--- src/rtl/id_stage_pipe.sv ---
// id_stage_pipe: RV32I/RV64I decode stage, registered output + 1-entry skid.
// Ports: IF handshake (in_valid_i/in_ready_o, instr_i, pc_i), regfile read
//   (rs*_addr_o, rs*_data_i), writeback (wb_*), flush_i, EX bundle (out_*).
// Optional: define ID_BYPASS_EN to forward wb_data_i onto matching operands.
module id_stage_pipe #(
  parameter int XLEN   = 32,
  parameter int REG_AW = 5
) (
  input  logic              clk_sys_i,
  input  logic              rst_sys_n_i,
  input  logic              in_valid_i,
  output logic              in_ready_o,
  input  logic [31:0]       instr_i,
  input  logic [XLEN-1:0]   pc_i,
  input  logic              flush_i,
  output logic [REG_AW-1:0] rs1_addr_o,
  output logic [REG_AW-1:0] rs2_addr_o,
  input  logic [XLEN-1:0]   rs1_data_i,
  input  logic [XLEN-1:0]   rs2_data_i,
  input  logic              wb_en_i,
  input  logic [REG_AW-1:0] wb_addr_i,
  input  logic [XLEN-1:0]   wb_data_i,
  output logic              out_valid_o,
  input  logic              out_ready_i,
  output logic [XLEN-1:0]   pc_o,
  output logic [XLEN-1:0]   rs1_data_o,
  output logic [XLEN-1:0]   rs2_data_o,
  output logic [XLEN-1:0]   imm_o,
  output logic [REG_AW-1:0] rd_o,
  output logic              rd_we_o,
  output logic [3:0]        funct_o,
  output logic [5:0]        fmt_o,
  output logic              illegal_o
);

  typedef struct packed {
    logic [XLEN-1:0]   pc;
    logic [XLEN-1:0]   rs1;
    logic [XLEN-1:0]   rs2;
    logic [XLEN-1:0]   imm;
    logic [REG_AW-1:0] rd;
    logic              rd_we;
    logic [3:0]        funct;
    logic [5:0]        fmt;
    logic              illegal;
  } bundle_t;

  localparam logic [6:0] OP_R   = 7'b0110011;
  localparam logic [6:0] OP_IMM = 7'b0010011;
  localparam logic [6:0] OP_LD  = 7'b0000011;
  localparam logic [6:0] OP_JLR = 7'b1100111;
  localparam logic [6:0] OP_S   = 7'b0100011;
  localparam logic [6:0] OP_B   = 7'b1100011;
  localparam logic [6:0] OP_LUI = 7'b0110111;
  localparam logic [6:0] OP_AUI = 7'b0010111;
  localparam logic [6:0] OP_J   = 7'b1101111;

  logic [6:0]        op;
  logic [2:0]        f3;
  logic [REG_AW-1:0] rs1a;
  logic [REG_AW-1:0] rs2a;
  logic [REG_AW-1:0] rda;
  logic [5:0]        fmt;
  logic [31:0]       imm32;
  logic [3:0]        funct;
  logic              use1;
  logic              use2;
  logic [XLEN-1:0]   op1;
  logic [XLEN-1:0]   op2;
  bundle_t           dec;
  bundle_t           out_q;
  bundle_t           skid_q;
  bundle_t           skid_fwd;
  logic              out_valid;
  logic              skid_valid;
  logic              accept;
  logic              skid_load;

  assign op   = instr_i[6:0];
  assign f3   = instr_i[14:12];
  assign rs1a = REG_AW'(instr_i[19:15]);
  assign rs2a = REG_AW'(instr_i[24:20]);
  assign rda  = REG_AW'(instr_i[11:7]);

  assign rs1_addr_o = rs1a;
  assign rs2_addr_o = rs2a;

  always_comb begin
    fmt = '0;
    unique case (op)
      OP_R:                  fmt = 6'b000001;
      OP_IMM, OP_LD, OP_JLR: fmt = 6'b000010;
      OP_S:                  fmt = 6'b000100;
      OP_B:                  fmt = 6'b001000;
      OP_LUI, OP_AUI:        fmt = 6'b010000;
      OP_J:                  fmt = 6'b100000;
      default:               fmt = '0;
    endcase
  end

  always_comb begin
    imm32 = '0;
    funct = '0;
    use1  = 1'b0;
    use2  = 1'b0;
    unique case (1'b1)
      fmt[0]: begin
        funct = {instr_i[30], f3};
        use1  = 1'b1;
        use2  = 1'b1;
      end
      fmt[1]: begin
        imm32 = {{20{instr_i[31]}}, instr_i[31:20]};
        // shift-right-immediate carries the arith/logic select in bit 30
        funct = (op == OP_IMM && f3 == 3'b101) ?
                {instr_i[30], f3} : {1'b0, f3};
        use1  = 1'b1;
      end
      fmt[2]: begin
        imm32 = {{20{instr_i[31]}}, instr_i[31:25],
                 instr_i[11:7]};
        funct = {1'b0, f3};
        use1  = 1'b1;
        use2  = 1'b1;
      end
      fmt[3]: begin
        imm32 = {{19{instr_i[31]}}, instr_i[31], instr_i[7],
                 instr_i[30:25], instr_i[11:8], 1'b0};
        funct = {1'b0, f3};
        use1  = 1'b1;
        use2  = 1'b1;
      end
      fmt[4]: imm32 = {instr_i[31:12], 12'b0};
      fmt[5]: imm32 = {{11{instr_i[31]}}, instr_i[31],
                       instr_i[19:12], instr_i[20],
                       instr_i[30:21], 1'b0};
      default: ;
    endcase
  end

`ifdef ID_BYPASS_EN
  // the same-cycle writeback wins over the stale regfile read
  assign op1 = !(use1 && rs1a != '0) ? '0 :
               (wb_en_i && wb_addr_i == rs1a) ? wb_data_i : rs1_data_i;
  assign op2 = !(use2 && rs2a != '0) ? '0 :
               (wb_en_i && wb_addr_i == rs2a) ? wb_data_i : rs2_data_i;
`else
  assign op1 = (use1 && rs1a != '0) ? rs1_data_i : '0;
  assign op2 = (use2 && rs2a != '0) ? rs2_data_i : '0;
  logic unused_wb;
  assign unused_wb = ^{wb_en_i, wb_addr_i, wb_data_i};
`endif

  always_comb begin
    dec         = '0;
    dec.pc      = pc_i;
    dec.rs1     = op1;
    dec.rs2     = op2;
    dec.imm     = XLEN'($signed(imm32));
    dec.fmt     = fmt;
    dec.illegal = (fmt == '0);
    dec.funct   = funct;
    dec.rd_we   = (fmt[0] | fmt[1] | fmt[4] | fmt[5]) && rda != '0;
    dec.rd      = dec.rd_we ? rda : '0;
  end

  assign accept    = in_valid_i && !skid_valid && !flush_i;
  assign skid_load = accept && out_valid && !out_ready_i;

`ifdef ID_BYPASS_EN
  // the skid keeps the source addresses so it can keep snooping writeback
  logic [REG_AW-1:0] skid_rs1a;
  logic [REG_AW-1:0] skid_rs2a;
  logic              skid_use1;
  logic              skid_use2;

  always_ff @(posedge clk_sys_i or negedge rst_sys_n_i) begin
    if (!rst_sys_n_i) begin
      skid_rs1a <= '0;
      skid_rs2a <= '0;
      skid_use1 <= 1'b0;
      skid_use2 <= 1'b0;
    end else if (skid_load) begin
      skid_rs1a <= rs1a;
      skid_rs2a <= rs2a;
      skid_use1 <= use1 && rs1a != '0;
      skid_use2 <= use2 && rs2a != '0;
    end
  end

  always_comb begin
    skid_fwd = skid_q;
    if (wb_en_i && skid_use1 && wb_addr_i == skid_rs1a)
      skid_fwd.rs1 = wb_data_i;
    if (wb_en_i && skid_use2 && wb_addr_i == skid_rs2a)
      skid_fwd.rs2 = wb_data_i;
  end
`else
  assign skid_fwd = skid_q;
`endif

  always_ff @(posedge clk_sys_i or negedge rst_sys_n_i) begin
    if (!rst_sys_n_i) begin
      out_valid  <= 1'b0;
      out_q      <= '0;
      skid_valid <= 1'b0;
      skid_q     <= '0;
    end else if (flush_i) begin
      out_valid  <= 1'b0;
      skid_valid <= 1'b0;
    end else if (!out_valid || out_ready_i) begin
      if (skid_valid) begin
        out_q      <= skid_fwd;
        out_valid  <= 1'b1;
        skid_valid <= 1'b0;
      end else if (accept) begin
        out_q     <= dec;
        out_valid <= 1'b1;
      end else begin
        out_valid <= 1'b0;
      end
    end else if (skid_load) begin
      skid_q     <= dec;
      skid_valid <= 1'b1;
    end else if (skid_valid) begin
      skid_q <= skid_fwd;
    end
  end

  assign in_ready_o  = !skid_valid;
  assign out_valid_o = out_valid;
  assign pc_o        = out_q.pc;
  assign rs1_data_o  = out_q.rs1;
  assign rs2_data_o  = out_q.rs2;
  assign imm_o       = out_q.imm;
  assign rd_o        = out_q.rd;
  assign rd_we_o     = out_q.rd_we;
  assign funct_o     = out_q.funct;
  assign fmt_o       = out_q.fmt;
  assign illegal_o   = out_q.illegal;

endmodule

--- config.mk ---
export PLATFORM = sky130hd
export DESIGN_NAME = id_stage_pipe
export DESIGN_NICKNAME = d
export VERILOG_FILES = /design/src/rtl/id_stage_pipe.sv
export SDC_FILE = /design/constraint.sdc
export NUM_CORES = 1
export LEC_CHECK = 0
export BUFFER_PORTS_ARGS = -buffer_cell sky130_fd_sc_hd__buf_2
export CAP_MARGIN = 25
export CORE_MARGIN = 2
export CORE_UTILIZATION = 47
export CTS_CLUSTER_DIAMETER = 200
export DETAILED_ROUTE_END_ITERATION = 7
export GPL_TIMING_DRIVEN = 0
export PLACE_DENSITY = 0.72
export SLEW_MARGIN = 20
export SYNTH_ARGS = -nofsm -noshare
export SYNTH_HDL_FRONTEND = slang
export SYNTH_SLANG_ARGS = --single-unit
export TNS_END_PERCENT = 50
--- constraint.sdc ---
create_clock -name clk_sys_i -period 2.2 [get_ports clk_sys_i]
set_input_delay 0.11 -clock clk_sys_i [delete_from_list [all_inputs] [get_ports clk_sys_i]]
set_output_delay 0.11 -clock clk_sys_i [all_outputs]
set_load 0.02 [all_outputs]
; Word-level counts from Yosys, hierarchy flattened
; Index checks and enable logic that the tools add are counted.
[word_totals]
ff_bits = 292
output_inout_bits = 157
elab_cells = 80
in_bits = 171
[classes]
eq_ne = 10
reduce_logical = 27
bitwise = 5
mux = 18
[ops]
columns = operator, count
row1 = $mux W145, 2
row2 = $pmux W32 S5, 1
row3 = $mux W32, 2
row4 = $pmux W6 S6, 1
row5 = $eq A7 B6 Y1 const B, 3
row6 = $eq A7 B7 Y1 const B, 3
row7 = $reduce_bool A5 Y1, 3
row8 = $eq A7 B5 Y1 const B, 2
row9 = $pmux W4 S3, 1
row10 = $mux W1, 9
row11 = $logic_and A1 B1 Y1, 8
row12 = $eq A7 B2 Y1 const B, 1
row13 = $logic_not A6 Y1, 1
row14 = $reduce_and A3 Y1, 2
row15 = $reduce_or A3 Y1, 2
row16 = $mux W5, 1
row17 = $logic_not A1 Y1, 4
row18 = $mux W4, 1
row19 = $reduce_bool A2 Y1, 2
row20 = $reduce_or A2 Y1, 2
row21 = $reduce_or A4 Y1, 1
row22 = $eq A3 B3 Y1 const B, 1
row23 = $or A1 B1 Y1, 3
row24 = $reduce_bool A3 Y1, 1
row25 = other kinds (2), 3

; Depth between registers and ports, before layout
; Gate-level depths: netlist (run 1).
[logic_depth]
depth_word = 10
mapped_depth = 7
depth_no_buf = 4

; Least setup slack after synthesis (run 1)
; Ideal clock, no wire load.
[synth_path]
path_kind = register -> register
startpoint = register out_valid (netlist: out_valid_o)
endpoint = register out_q (netlist bit rd_we_o)
path_buffers = 3
arrival_ns = 1.724
synth_period_minus_slack_ns = 1.850
path_stages_with_launch = 7
path_slack_ns = 0.350
required_ns = 2.074
setup_time_ns = 0.126
cell_sequence = dfrtp_1 > nor2b_4 > or3_1 > clkbuf_1 > buf_2 > buf_2 > a221o_1
[synth_via]
elab_chain_cells = 3
[synth_lines]
columns = item, line_no
row1 = start: declaration, 74  ; logic out_valid;
row2 = start signal: assignment, 204  ; out_valid <= 1'b0;
row3 = start signal: assignment, 209  ; out_valid <= 1'b0;
row4 = start signal: assignment, 214  ; out_valid <= 1'b1;
row5 = $logic_not A1 Y1, 211  ; end else if (!out_valid || out_ready_i) begin
row6 = $logic_or A1 B1 Y1, 211
row7 = $reduce_and A3 Y1 (no source line), n/a
row8 = end signal: assignment, 213  ; out_q <= skid_fwd;
row9 = end: declaration, 71  ; bundle_t out_q;
; No other way between the ends.
; A chain may end at the register's enable or synchronous reset.

; Final worst setup path (run 1)
[layout_path]
startpoint = register skid_valid
endpoint = register out_q (netlist bit pc_o[27])
[layout_via]
elab_chain_cells = 5
elab_cells_between_ends = 6
[layout_lines]
columns = item, line_no
row1 = start: declaration, 75  ; logic skid_valid;
row2 = start signal: assignment, 206  ; skid_valid <= 1'b0;
row3 = start signal: assignment, 210  ; skid_valid <= 1'b0;
row4 = start signal: assignment, 215  ; skid_valid <= 1'b0;
row5 = $logic_not A1 Y1, 167  ; assign accept = in_valid_i && !skid_valid && !flush_i;
row6 = $logic_and A1 B1 Y1 (2 in series), 167
row7 = $reduce_bool A2 Y1 (no source line), n/a
row8 = $reduce_and A3 Y1 (no source line), n/a
; Parallel ways exist; a longest one is shown, timed or not.

==> summary.txt, run 1 <==
average size of a mapped cell - 11.0 sq um
Initial Utilization - 0.477
clock transition at the registers of the reported paths - 60 ps
routability congestion estimate - 0.857
first-pass GRT wire length - 62100 um
post-synthesis cell type count - 49
flops & latches, synth - 292
WL final - 39300 um
Root Buffer - clkbuf_16
Detail Route Antenna Nets - 0
post-DR vias/cell - 5.68
Worst R2R Setup Slack - 80 ps
Startpoint Class - flip-flop
critical path endpoint category - flip-flop
most common cell after layout, fill and taps aside - buf_2
most used cells in the layout excluding fill and tap cells - buf_2, dfrtp_1, nand2_1
CTS Buf Count - 31
relative slew slack - 0.501
unrepaired setup endpoints after global routing - true
Hold Crit Depth - 4
syn nets - 1301
Worst Path Arrival - 2590 ps
Die Area - 0.0277 sq mm
Min-Delay Endpoint - skid_fwd[4]$_DFFE_PN0P_
critical path required time - 2670 ps
wire length per cell - 20.3 um
run status - completed
Post-CTS Setup Inserts - 0
ys flop type - dfrtp_1
Area Growth Syn to Fin - 35.1%
max incr delay on CP - 440 ps
worst path cell trace - nor2_1 -> or3_4 -> buf_2 -> clkbuf_1 -> nand2_1 -> o21ai_0
CTS tree - yes
area of the mapped netlist - 0.0124 sq mm
NumNets Final - 1751
H-tree Lvls - 1
IO Port Bufs - 289
Hold Path Origin - instr_i[6]
Cells after DPL - 1757
Final Cell Area - 0.0168 sq mm
reg2reg path depth - 6
fin crit share - 0.966
area taken by multi-input logic gates - 0.00459 sq mm
Max Cap Viol - 0
Die X - 166 um
PD cells - 811 mW/mm^2
Synth warnings - 0
Pre-Repair DR Iteration Count - 5
Synth async-reset ratio - 1.00
total track usage - 0.278
Die Span Y - 166 um
fmax - 0.471 GHz
pin count of the biggest net entering global routing - 94
setup TNS - 0 ps
Worst Hold Class - primary input to flip-flop
total global routing overflow - 0
Reg-to-Reg Start - skid_valid$_DFFE_PN0P_
Slew @ Worst Pin - 749 ps
Syn Inst Count - 1130
Worst-Skew Late Latency - 570 ps
Post-route DRC - 0
sequential fraction of the synthesis area - 0.589
n_diodes - 0
max-slew violations - 0
Worst Skew - 13.4 ps
Max IR drop VDD - 736 uV
layout cell share with drive strength beyond 1 - 0.268
Critical R2R Capture - pc_o[27]$_DFFE_PN0P_
cell row count - 59
EDFF count, synth - 0
Iteration-0 DRC Markers - 928
Clock Tree Buf Depth - 3
leak pwr - 8.48 nW
slowest library cell on the worst path - clkbuf_1
Final Hold Vio Count - 0
fin cells - 1938
DR vias - 11000
Worst Path Max Fanout - 10
register cell area after layout - 0.00731 sq mm
# setup viols final - 0
post-place instance area - 0.0144 sq mm
min Tclk post-route - 2120 ps
core area - 0.0260 sq mm
vias in the first global route - 11200
initial antenna violation count - 1
Setup CP Type - flip-flop to flip-flop
DP HPWL - 26500 um
# IOs - 328
Fill cells - 2046
clock sinks - 292
-- per-layer routing --
metal / track usage / routed length, um / up-vias
met3: 0.0596 / 2940 / 78
li1: - / - / 5007
met5: 0 / 0 / -
met2: 0.461 / 18900 / 447
met1: 0.372 / 16400 / 5467
met4: 0.0757 / 1080 / 0
-- repair_timing --
action	CTS	global route
hold buffers	126	0
resized for setup	13	10
endpoints found under the hold margin	472	0
setup endpoints to repair	208	151
pin swaps	0	0
-- registers in the layout, summed over array words and instances, names as in the netlist, 4 cells and up --
register / cells
fmt_o: 6
rs1_data_o: 32
rs2_data_o: 32
pc_o: 32
imm_o: 32
funct_o: 4
rd_o: 5
skid_fwd: 145
-- cell type report --
| class | instances | area share |
|---|---|---|
| sequential | 292 | 0.436 |
| multi-input combinational | 729 | 0.274 |
| timing repair buffer | 418 | 0.167 |
| clock buffer | 43 | 0.0556 |
| buffer | 103 | 0.0315 |
| tap | 335 | 0.0250 |
| clock inverter | 13 | 0.00926 |
| inverter | 5 | 0.00120 |
-- cells by family after synthesis --
group,count (synthesis),share of synthesized area
simple gates,382,0.142
compound gates,312,0.197
flops,292,0.589
buf+inv,109,0.0433
mux,35,0.0282
-- where the power goes --
group | internal, W | total (W) | switching [W]
registers | 0.00587 | 0.00615 | 0.000277
clock network | 0.00329 | 0.00552 | 0.00222
logic | 0.000753 | 0.00191 | 0.00116
total | 0.00992 | 0.0136 | 0.00366
-- cell usage after synthesis (5+ instances only) --
library cell / count / area share
dfrtp_1: 292 / 0.59
nand2_1: 185 / 0.056
a22o_1: 73 / 0.052
and3_1: 73 / 0.037
a221o_1: 70 / 0.056
o21ai_0: 70 / 0.028
nor2_1: 68 / 0.021
clkbuf_1: 54 / 0.016
mux2i_1: 35 / 0.028
a21oi_1: 32 / 0.013
buf_2: 27 / 0.011
nor3_1: 23 / 0.0093
buf_4: 13 / 0.0079
a211oi_1: 12 / 0.0073
a211oi_2: 10 / 0.010
nand3_1: 9 / 0.0036
o211ai_1: 9 / 0.0054
a221oi_1: 8 / 0.0056
buf_6: 6 / 0.0054
o21ai_1: 5 / 0.0020
-- stage by stage --
step           utilization  worst slack (ps)  hold WS [ps]  power, W
4_1_cts              0.644              19.5          4.02    0.0136
5_1_grt              0.645             -17.8          42.5    0.0141
3_3_place_gp         0.549             -4370           315   0.00786
2_1_floorplan            -               350          -186   0.00712
3_5_place_dp         0.553              -279          73.0   0.00794
6_report             0.645              75.2          31.8    0.0136
-- worst max-delay path: cells and delay by family (launching register included) --
kind            cells  cell delay, ps
compound gates      1             120
buf+inv             2             750
flops               1             400
simple gates        3             750
-- how the worst max path moves through the flow --
stage,start,endpoint,slack (ps),cells past startpoint
2_1_floorplan,out_valid_o$_DFFE_PN0N_,rd_we_o$_DFFE_PN0P_,350,6
5_1_grt,skid_valid$_DFFE_PN0P_,pc_o[20]$_DFFE_PN0P_,-20,6
3_3_place_gp,rst_sys_n_i,skid_fwd[124]$_DFFE_PN0P_,-4370,1
4_1_cts,skid_valid$_DFFE_PN0P_,skid_fwd[82]$_DFFE_PN0P_,20,5
3_5_place_dp,skid_valid$_DFFE_PN0P_,funct_o[2]$_DFFE_PN0P_,-280,7
6_report,skid_valid$_DFFE_PN0P_,pc_o[27]$_DFFE_PN0P_,80,6
Note: power is estimated with default switching activity, not from simulation.
==> run 2, diff against run 1 <==
--- a/config.mk
+++ b/config.mk
@@ -7,12 +7,15 @@
 export LEC_CHECK = 0
 export BUFFER_PORTS_ARGS = -buffer_cell sky130_fd_sc_hd__buf_2
 export CAP_MARGIN = 25
+export CELL_PAD_IN_SITES_DETAIL_PLACEMENT = 0
+export CELL_PAD_IN_SITES_GLOBAL_PLACEMENT = 1
 export CORE_MARGIN = 2
-export CORE_UTILIZATION = 47
+export CORE_UTILIZATION = 41
 export CTS_CLUSTER_DIAMETER = 200
 export DETAILED_ROUTE_END_ITERATION = 7
 export GPL_TIMING_DRIVEN = 0
-export PLACE_DENSITY = 0.72
+export HOLD_SLACK_MARGIN = 0.08
+export PLACE_DENSITY_LB_ADDON = 0.1
 export SLEW_MARGIN = 20
 export SYNTH_ARGS = -nofsm -noshare
 export SYNTH_HDL_FRONTEND = slang
==> run 2 against run 1 <==
Compared with the run above:
- largest power group unchanged
- combinational power about the same
- clock skew increased by 13 ps
- wire length decreased by 1.2%
==> summary.txt, run 2 (synthesis results as in run 1) <==
run status - completed
CTS Buf Count - 35 (+13%)
Worst Hold Class - primary input to flip-flop
crit path launch - skid_valid$_DFFE_PN0P_
Final Cell Area - 0.0170 sq mm (+1.2%)
WL met1 - 17200 um (+5.0%)
core area - 0.0297 sq mm (+14%)
max incr delay on CP - 400 ps (-40 ps)
Area Growth Syn to Fin - 36.7%
NumNets Final - 1754 (+0.17%)
Hold Crit Depth - 3 (-1)
reg2reg path depth - 5 (-1)
Die Span Y - 178 um (+6.9%)
Startpoint Class - flip-flop
Pre-Repair DR Iteration Count - 5 (unchanged)
routability congestion estimate - 0.811 (-5.4%)
Top delay family on crit path - simple AND/OR/NAND/NOR gates
setup TNS - 0 ps (unchanged)
register cell area after layout - 0.00731 sq mm (unchanged)
Initial Utilization - 0.417 (-0.0599)
PD cells - 826 mW/mm^2 (+1.9%)
Critical R2R Capture - skid_fwd[86]$_DFFE_PN0P_
CP Depth - 5 (-1)
worst path cell trace - nor3b_1 -> nand2_2 -> clkbuf_4 -> clkbuf_1 -> a22o_1
Detail Route Antenna Nets - 0 (unchanged)
DP HPWL - 26500 um (-0.14%)
Max Cap Viol - 0 (unchanged)
Post-CTS Setup Inserts - 0 (unchanged)
Slew @ Worst Pin - 882 ps (+134 ps)
Fill cells - 2631 (+29%)
most used cells in the layout excluding fill and tap cells - buf_2, dfrtp_1, nand2_1
metal2 WL - 18000 um (-4.5%)
IO Port Bufs - 289 (unchanged)
Worst-Skew Late Latency - 510 ps (-60 ps)
slowest library cell on the worst path - dfrtp_1
clock sinks - 292 (unchanged)
vias in the first global route - 10700 (-4.3%)
Max IR drop VDD - 523 uV (-29%)
min Tclk post-route - 2100 ps (-22.3 ps)
critical path required time - 2600 ps (-70 ps)
fmax - 0.476 GHz (+1.1%)
Final Hold Vio Count - 0 (unchanged)
# IOs - 328 (unchanged)
initial antenna violation count - 2 (+1)
Clock Tree Buf Depth - 3 (unchanged)
Worst Path Max Fanout - 10 (unchanged)
CTS tree - yes
relative slew slack - 0.412 (-0.0892)
Worst Skew - 26.5 ps (+13.2 ps)
pin count of the biggest net entering global routing - 91 (-3.2%)
total track usage - 0.244 (-0.0333)
Root Buffer - clkbuf_16
Buf/Inv on CP - 2 (unchanged)
unrepaired setup endpoints after global routing - true
wire length per cell - 19.4 um (-4.4%)
Reg-to-Reg Start - skid_valid$_DFFE_PN0P_
Worst R2R Setup Slack - 100 ps (+20 ps)
WHS - 114 ps (+82.0 ps)
critical path endpoint category - flip-flop
fin crit share - 0.956 (-0.0101)
cell row count - 63 (+6.8%)
Die Area - 0.0317 sq mm (+14%)
total global routing overflow - 0 (unchanged)
DR vias - 10800 (-2.2%)
wire length on met3 - 2810 um (-4.5%)
max layer used - met4
area taken by multi-input logic gates - 0.00460 sq mm (+0.11%)
H-tree Lvls - 2 (+1)
leak pwr - 8.54 nW (+0.72%)
post-DR vias/cell - 5.37 (-5.4%)
Iteration-0 DRC Markers - 731 (-21%)
max reg flops - 145 (unchanged)
first-pass GRT wire length - 60400 um (-2.7%)
WL final - 38800 um (-1.2%)
Post-route DRC - 0 (unchanged)
Worst Path Arrival - 2500 ps (-90 ps)
Power Total - 0.0140 W (+3.2%)
most common cell after layout, fill and taps aside - buf_2
Critical Path End - skid_fwd[86]$_DFFE_PN0P_
Setup CP Type - flip-flop to flip-flop
Die X - 178 um (+6.9%)
layout cell share with drive strength beyond 1 - 0.270 (+0.00149)
max-slew violations - 0 (unchanged)
# setup viols final - 0 (unchanged)
post-place instance area - 0.0144 sq mm (+0.48%)
clock transition at the registers of the reported paths - 60 ps (about the same)
## run 2: timing repair
action / CTS / global route
setup endpoints to repair: 211 / 129
gates resized for setup: 20 / 11
hold endpoints to repair: 440 / 0
hold buffers: 126 / 0
## run 2: stage by stage
stage                util  instances  setup slack (ps)
detailed placement  0.486       1812              -329
CTS                 0.570       2000              2.25
floorplan               -       1130               350
global placement    0.482       1809             -4680
global route        0.570       2000             -32.1
finish              0.571       2002              97.5
## run 2: worst min-delay path by stage
stage                startpoint                         end  slack [ps]
floorplan           rst_sys_n_i        fmt_o[0]$_DFFE_PN0P_        -190
global placement       pc_i[23]   skid_fwd[136]$_DFFE_PN0P_         320
detailed placement  rst_sys_n_i  rs2_data_o[14]$_DFFE_PN0P_          90
CTS                  instr_i[6]     skid_fwd[4]$_DFFE_PN0P_          90
global route         instr_i[6]     skid_fwd[4]$_DFFE_PN0P_         150
finish               instr_i[5]    skid_fwd[10]$_DFFE_PN0P_         110
## run 2: tightest hold or removal path: cells and delay by family
| kind | cells | cell delay (ps) |
|---|---|---|
| AO/OA/AOI/OAI | 2 | 320 |
| buffers and inverters | 1 | 150 |
## run 2: final cells by class
| type | instances | area share |
|---|---|---|
| Antenna cell | 3 | 0.000443 |
| Buffer | 102 | 0.0314 |
| Clock buffer | 48 | 0.0593 |
| Clock inverter | 15 | 0.0117 |
| Inverter | 5 | 0.00118 |
| Multi-Input combinational cell | 729 | 0.271 |
| Sequential cell | 292 | 0.431 |
| Tap cell | 390 | 0.0288 |
| Timing Repair Buffer | 418 | 0.165 |
## run 2: power breakdown
group	internal, W	switching, W	total (W)	leakage (nW)
combinational	0.000755	0.00113	0.00189	4.08
clock	0.00369	0.00230	0.00599	0.595
sequential	0.00587	0.000258	0.00613	3.87
## run 2: routing by layer
metal	GRT usage	vias to the layer above
li1	-	5022
met1	0.338	5312
met2	0.385	371
met3	0.0566	47
met4	0.0686	0
met5	0	-
